### src/rtl/mem_stage.sv
// MIPS data-memory pipeline stage: little-endian byte-addressable RAM with sized,
// extended loads, lane-enabled stores, fault detection and a registered MEM/WB bundle.
module mem_stage #(
    parameter int DEPTH_LOG2 = 5,
    parameter int WB_W       = 2,
    parameter int REG_W      = 5
) (
    input  logic             clk,
    input  logic             rst,
    input  logic             stall,
    input  logic             flush,
    input  logic [WB_W-1:0]  wb_mem,
    input  logic             mem_read,
    input  logic             mem_write,
    input  logic [1:0]       mem_size,
    input  logic             mem_unsigned,
    input  logic [31:0]      address_mem,
    input  logic [31:0]      write_data_mem,
    input  logic [REG_W-1:0] write_register_ex,
    output logic [WB_W-1:0]  wb,
    output logic [31:0]      read_data,
    output logic [31:0]      address_wb,
    output logic [REG_W-1:0] write_register_mem,
    output logic             mem_fault,
    output logic [31:0]      fault_addr,
    output logic             store_valid,
    output logic [31:0]      store_addr,
    output logic [31:0]      store_data,
    output logic [3:0]       store_be
);

    localparam int DEPTH = 1 << DEPTH_LOG2;

    function automatic logic access_fault(input logic rd, input logic wr,
                                          input logic [1:0] size, input logic [1:0] lane);
        logic misaligned;
        case (size)
            2'b00:   misaligned = 1'b0;
            2'b01:   misaligned = lane[0];
            2'b10:   misaligned = (lane != 2'b00);
            default: misaligned = 1'b1;
        endcase
        return (rd | wr) & (misaligned | (rd & wr));
    endfunction

    function automatic logic [31:0] extend_load(input logic [31:0] word, input logic [1:0] size,
                                                input logic uns, input logic [1:0] lane);
        logic [7:0]  b;
        logic [15:0] h;
        logic [31:0] res;
        b = word[{lane, 3'b000} +: 8];
        h = word[{lane[1], 4'b0000} +: 16];
        case (size)
            2'b00:   res = {{24{~uns & b[7]}}, b};
            2'b01:   res = {{16{~uns & h[15]}}, h};
            2'b10:   res = word;
            default: res = 32'h0000_0000;
        endcase
        return res;
    endfunction

    function automatic logic [3:0] lane_enables(input logic [1:0] size, input logic [1:0] lane);
        logic [3:0] be;
        case (size)
            2'b00:   be = 4'b0001 << lane;
            2'b01:   be = lane[1] ? 4'b1100 : 4'b0011;
            2'b10:   be = 4'b1111;
            default: be = 4'b0000;
        endcase
        return be;
    endfunction

    function automatic logic [31:0] lane_replicate(input logic [1:0] size, input logic [31:0] d);
        logic [31:0] res;
        case (size)
            2'b00:   res = {4{d[7:0]}};
            2'b01:   res = {2{d[15:0]}};
            2'b10:   res = d;
            default: res = 32'h0000_0000;
        endcase
        return res;
    endfunction

    function automatic logic [31:0] merge_lanes(input logic [31:0] old_w, input logic [31:0] new_w,
                                                input logic [3:0] be);
        logic [31:0] res;
        for (int k = 0; k < 4; k++) begin
            res[8*k +: 8] = be[k] ? new_w[8*k +: 8] : old_w[8*k +: 8];
        end
        return res;
    endfunction

    logic [31:0]           ram_r [DEPTH];
    logic [DEPTH_LOG2-1:0] word_idx_s;
    logic [31:0]           ram_word_s;
    logic                  fault_s;
    logic                  load_s;
    logic                  store_s;
    logic                  ram_we_s;
    logic [31:0]           load_data_s;
    logic [31:0]           lane_data_s;
    logic [3:0]            be_s;
    logic [31:0]           merged_s;

    logic [WB_W-1:0]       wb_r;
    logic [31:0]           read_data_r;
    logic [31:0]           address_wb_r;
    logic [REG_W-1:0]      write_register_r;
    logic                  mem_fault_r;
    logic [31:0]           fault_addr_r;
    logic                  store_valid_r;
    logic [31:0]           store_addr_r;
    logic [31:0]           store_data_r;
    logic [3:0]            store_be_r;

    // Access decode, combinational RAM read and store lane preparation.
    always_comb begin
        word_idx_s  = address_mem[DEPTH_LOG2+1:2];
        ram_word_s  = ram_r[word_idx_s];
        fault_s     = access_fault(mem_read, mem_write, mem_size, address_mem[1:0]);
        load_s      = mem_read & ~fault_s;
        store_s     = mem_write & ~fault_s;
        ram_we_s    = store_s & ~stall & ~flush & ~rst;
        load_data_s = extend_load(ram_word_s, mem_size, mem_unsigned, address_mem[1:0]);
        be_s        = lane_enables(mem_size, address_mem[1:0]);
        lane_data_s = lane_replicate(mem_size, write_data_mem);
        merged_s    = merge_lanes(ram_word_s, lane_data_s, be_s);
    end

    // Data RAM write port; contents survive reset.
    always_ff @(posedge clk) begin
        if (ram_we_s) begin
            ram_r[word_idx_s] <= merged_s;
        end
    end

    // MEM/WB register: reset > flush > stall > normal capture.
    always_ff @(posedge clk) begin
        if (rst) begin
            wb_r             <= {WB_W{1'b0}};
            read_data_r      <= 32'h0000_0000;
            address_wb_r     <= 32'h0000_0000;
            write_register_r <= {REG_W{1'b0}};
            mem_fault_r      <= 1'b0;
            fault_addr_r     <= 32'h0000_0000;
            store_valid_r    <= 1'b0;
            store_addr_r     <= 32'h0000_0000;
            store_data_r     <= 32'h0000_0000;
            store_be_r       <= 4'b0000;
        end else if (flush) begin
            wb_r             <= {WB_W{1'b0}};
            read_data_r      <= 32'h0000_0000;
            address_wb_r     <= 32'h0000_0000;
            write_register_r <= {REG_W{1'b0}};
            mem_fault_r      <= 1'b0;
            store_valid_r    <= 1'b0;
        end else if (stall) begin
            mem_fault_r      <= 1'b0;
            store_valid_r    <= 1'b0;
        end else begin
            // A fault kills the writeback but still forwards address and register index.
            wb_r             <= fault_s ? {WB_W{1'b0}} : wb_mem;
            read_data_r      <= load_s ? load_data_s : 32'h0000_0000;
            address_wb_r     <= address_mem;
            write_register_r <= write_register_ex;
            mem_fault_r      <= fault_s;
            store_valid_r    <= store_s;
            if (fault_s) begin
                fault_addr_r <= address_mem;
            end
            if (store_s) begin
                store_addr_r <= {address_mem[31:2], 2'b00};
                store_data_r <= lane_data_s;
                store_be_r   <= be_s;
            end
        end
    end

    assign wb                 = wb_r;
    assign read_data          = read_data_r;
    assign address_wb         = address_wb_r;
    assign write_register_mem = write_register_r;
    assign mem_fault          = mem_fault_r;
    assign fault_addr         = fault_addr_r;
    assign store_valid        = store_valid_r;
    assign store_addr         = store_addr_r;
    assign store_data         = store_data_r;
    assign store_be           = store_be_r;

endmodule

### config.mk
export PLATFORM = sky130hd
export DESIGN_NAME = mem_stage
export DESIGN_NICKNAME = d
export VERILOG_FILES = /design/src/rtl/mem_stage.sv
export SDC_FILE = /design/constraint.sdc
export NUM_CORES = 1
export LEC_CHECK = 0
export CAP_MARGIN = 20
export CORE_MARGIN = 5
export CORE_UTILIZATION = 29
export DETAILED_ROUTE_END_ITERATION = 10
export GPL_TIMING_DRIVEN = 0
export PLACE_DENSITY = 0.53
export SLEW_MARGIN = 20
export SYNTH_ARGS = -nofsm -noshare
export SYNTH_HDL_FRONTEND = slang
export SYNTH_SLANG_ARGS = --single-unit
### constraint.sdc
create_clock -name clk -period 7.2 [get_ports clk]
set_input_delay 1.44 -clock clk [delete_from_list [all_inputs] [get_ports clk]]
set_output_delay 1.44 -clock clk [all_outputs]
set_load 0.01 [all_outputs]
==> metrics.cfg <==
[worst_setup_path]
rrSetupSlack_ns = 4.24
crit_chain = clkdlybuf4s50_1, buf_4, buf_2, nor2_1, and2_1, buf_1, clkbuf_1, a22oi_1, nand4_1, nor2_1, a21oi_2, buf_6
crit_path_max_incr_delay_ns = 0.91
worstRegToRegCells = 4
slowest_stage = clkbuf_1
crit_buf_inv = 6
crit_fanout = 18
required_ns = 7.77
end_kind = register
cp.depth = 12
startpoint_type = input pin
cp.arrival_ns = 6.21
cp-startpoint = address_mem[5]
worst-setup-path-type = input pin to register
crit_top_cell = nor2_1
critPathTopFamily = buffers and inverters
r2r_start = ram_r[11][2]

[cells_and_area]
fin_cells = 5168
final_nets = 3079
utilization_pct = 36.2
multiInputGateArea_um2 = 11500
n_fill_cell = 14700
finalInstanceArea_um2 = 57200
areaGrowthSynthToFinish_pct = 24.2
regArea_um2 = 34200
drive_gt1_share_pct = 21.0

[die]
dieArea_um2 = 167000
io_pins = 253
start_util_pct = 29.1
die_h_um = 408
rows = 146
core_um2 = 158000
fp.dieW_um = 408

[synthesis]
yosys_warnings = 0
yosysSeqAreaShare_pct = 74.2
synth_common_cells = 1,024 x edfxtp_1, 224 x mux4_2, 171 x dfxtp_1
synth.most_common_cell = edfxtp_1
synth_edf_count = 1024
syn_area_per_cell_um2 = 18.1
postSynthCellCount = 2543
async_reset_ff_share_pct = 0
yosysTopAreaCellShare_pct = 66.8
synth-seq-cells = 1195
ys_types = 58
synthesis.area_um2 = 46000
synthFlopType = edfxtp_1
synth_top_area_cell = edfxtp_1
ys_top_cells_by_area = edfxtp_1 67%, mux4_2 11%, dfxtp_1 7.4%

[sta]
fmax_mhz = 177
slew_violations = 0
setup_tns_ns = 0
grt_setup_unrepaired = no
period_share_pct = 78.4
finalHoldViolations = 0
tightest_slew_ns = 1.20
setup_viol = 0
layout_setup_ws_ns = 1.56
relSlewSlack_pct = 19.8
finClkSkew_ns = 0.0195
period_minus_slack_ns = 5.64

[clock_network]
cts_tree = built
worstSkewPairLatency_ns = 0.73
cts_sinks = 1195
cts_setup_buffers = 0
h-tree-depth = 3
postCtsHoldBufs = 0
root_buffer = clkbuf_16
clk_pin_slew_ns = 0.06
clockBufferDepth = 3
cts-buffers-inserted = 116
cts_resized = 0

[pwr]
p_leak_nw = 17.8
combPwrFrac_pct = 8.0
clkPwrFrac_pct = 39.6
ir_drop_uv = 231
intPower_mw = 11.3
swShare_pct = 23.4
p_per_area_nw_per_um2 = 258
pwr-share-seq_pct = 52.5
switching_power_mw = 3.45

[placement]
gp_congestion = 0.845
dp_cells = 4953
place_area_um2 = 53600
portBuffers = 248
hpwl_mm = 116
pre_cts_ws_ns = 0.933

[global_route]
grt_overflow = 0
grt_max_degree = 33
groute.usage.overall_pct = 19.1
grt_pass1_vias = 26800
antenna_found_initial = 2
grt_pass1_wl_mm = 224

[detailed_routing]
drc = 0
wl_met3_mm = 17.0
firstDrtPassIters = 7
top_layer = met5
vias = 27700
detail-route-antenna-nets = 0
wl_met1_mm = 66.7
viasPerCell = 5.37
wl_met2_mm = 74.9
wl_mm = 164
drt_iter0_drc = 3537
routedWlPerCell_um = 31.8

[min_path]
hold_depth = 2
hp-class = register to register
worstHoldStart = store_addr[24]

[run]
maxCapViolCount = 0

[run_status]
status = finished, final reports clean

[worst paths after layout]
check,end
max reg2reg,ram_r[14][2]
min reg2reg,store_addr[24]
min,store_addr[24]
max,ram_r[3][14]
[sequential cells by signal, summed over array words and instances (netlist names)]
| register | count |
|---|---|
| read_data | 32 |
| store_addr | 30 |
| store_valid | 1 |
| store_data | 32 |
| mem_fault | 1 |
| fault_addr | 32 |
| store_be | 4 |
| address_wb | 32 |
| ram_r | 1024 |
| wb | 2 |
| write_register_mem | 5 |
[metal layers]
layer,GRT usage [%],vias up
met3,5.42,252
met4,6.62,4
met1,25.7,14700
met5,0,-
met2,29.8,1606
li1,-,11200
[tightest hold or removal path, delay by kind of cell, from the launching register on]
family	cells	cell delay, ns
simple gates	1	0.05
compound gates	1	0.05
flops	1	0.31
[power groups by stage]
stage / Sequential (mW) / Combinational [mW] / Clock [mW]
4_1_cts: 7.73 / 1.17 / 5.92
6_report: 7.73 / 1.18 / 5.83
3_3_place_gp: 7.90 / 1.05 / 0
3_5_place_dp: 7.88 / 1.17 / 0
5_1_grt: 7.73 / 1.23 / 6.21
2_1_floorplan: 7.89 / 0.553 / 0
[cell type report]
class,instances,area share [%]
sequential,1195,59.8
buffer,170,1.53
tap,2072,4.54
antenna,1,0.00438
clock inverter,67,0.834
multi-input combinational,1174,20.1
clock buffer,147,5.40
inverter,5,0.0328
timing repair buffer,337,7.77
[metrics by stage]
stage	hold slack, ns	power (mW)
finish	0.452	14.7
global route	0.465	15.2
CTS	0.454	14.8
detailed placement	0.446	9.05
global placement	0.442	8.95
floorplan	0.476	8.44
[logic make-up (layout without fill, tap and decap cells)]
family | Yosys count | count (layout) | share of synthesized area [%]
DFF | 1195 | 1195 | 74.2
and+or+nand+nor | 421 | 421 | 4.20
other | 1 | 3 | 0.00815
buffers and inverters | 175 | 726 | 1.91
muxes | 346 | 346 | 13.6
AOI/OAI and AO/OA | 405 | 405 | 6.01
[cell usage in the layout (no fill, tap or decap), types with 34 or more instances in the layout]
| cell type | synthesis | routed |
|---|---|---|
| a211oi_1 | 34 | 34 |
| a21oi_1 | 164 | 144 |
| a22oi_1 | 108 | 108 |
| buf_12 | 0 | 36 |
| buf_16 | 0 | 38 |
| buf_2 | 43 | 43 |
| clkbuf_1 | 85 | 100 |
| clkbuf_16 | 0 | 118 |
| clkdlybuf4s50_1 | 0 | 248 |
| dfxtp_1 | 171 | 171 |
| edfxtp_1 | 1024 | 1024 |
| mux2i_1 | 117 | 110 |
| mux4_2 | 224 | 224 |
| nand2_1 | 163 | 163 |
| nor2_1 | 155 | 122 |
No activity file was read; power rests on OpenSTA's default activity.
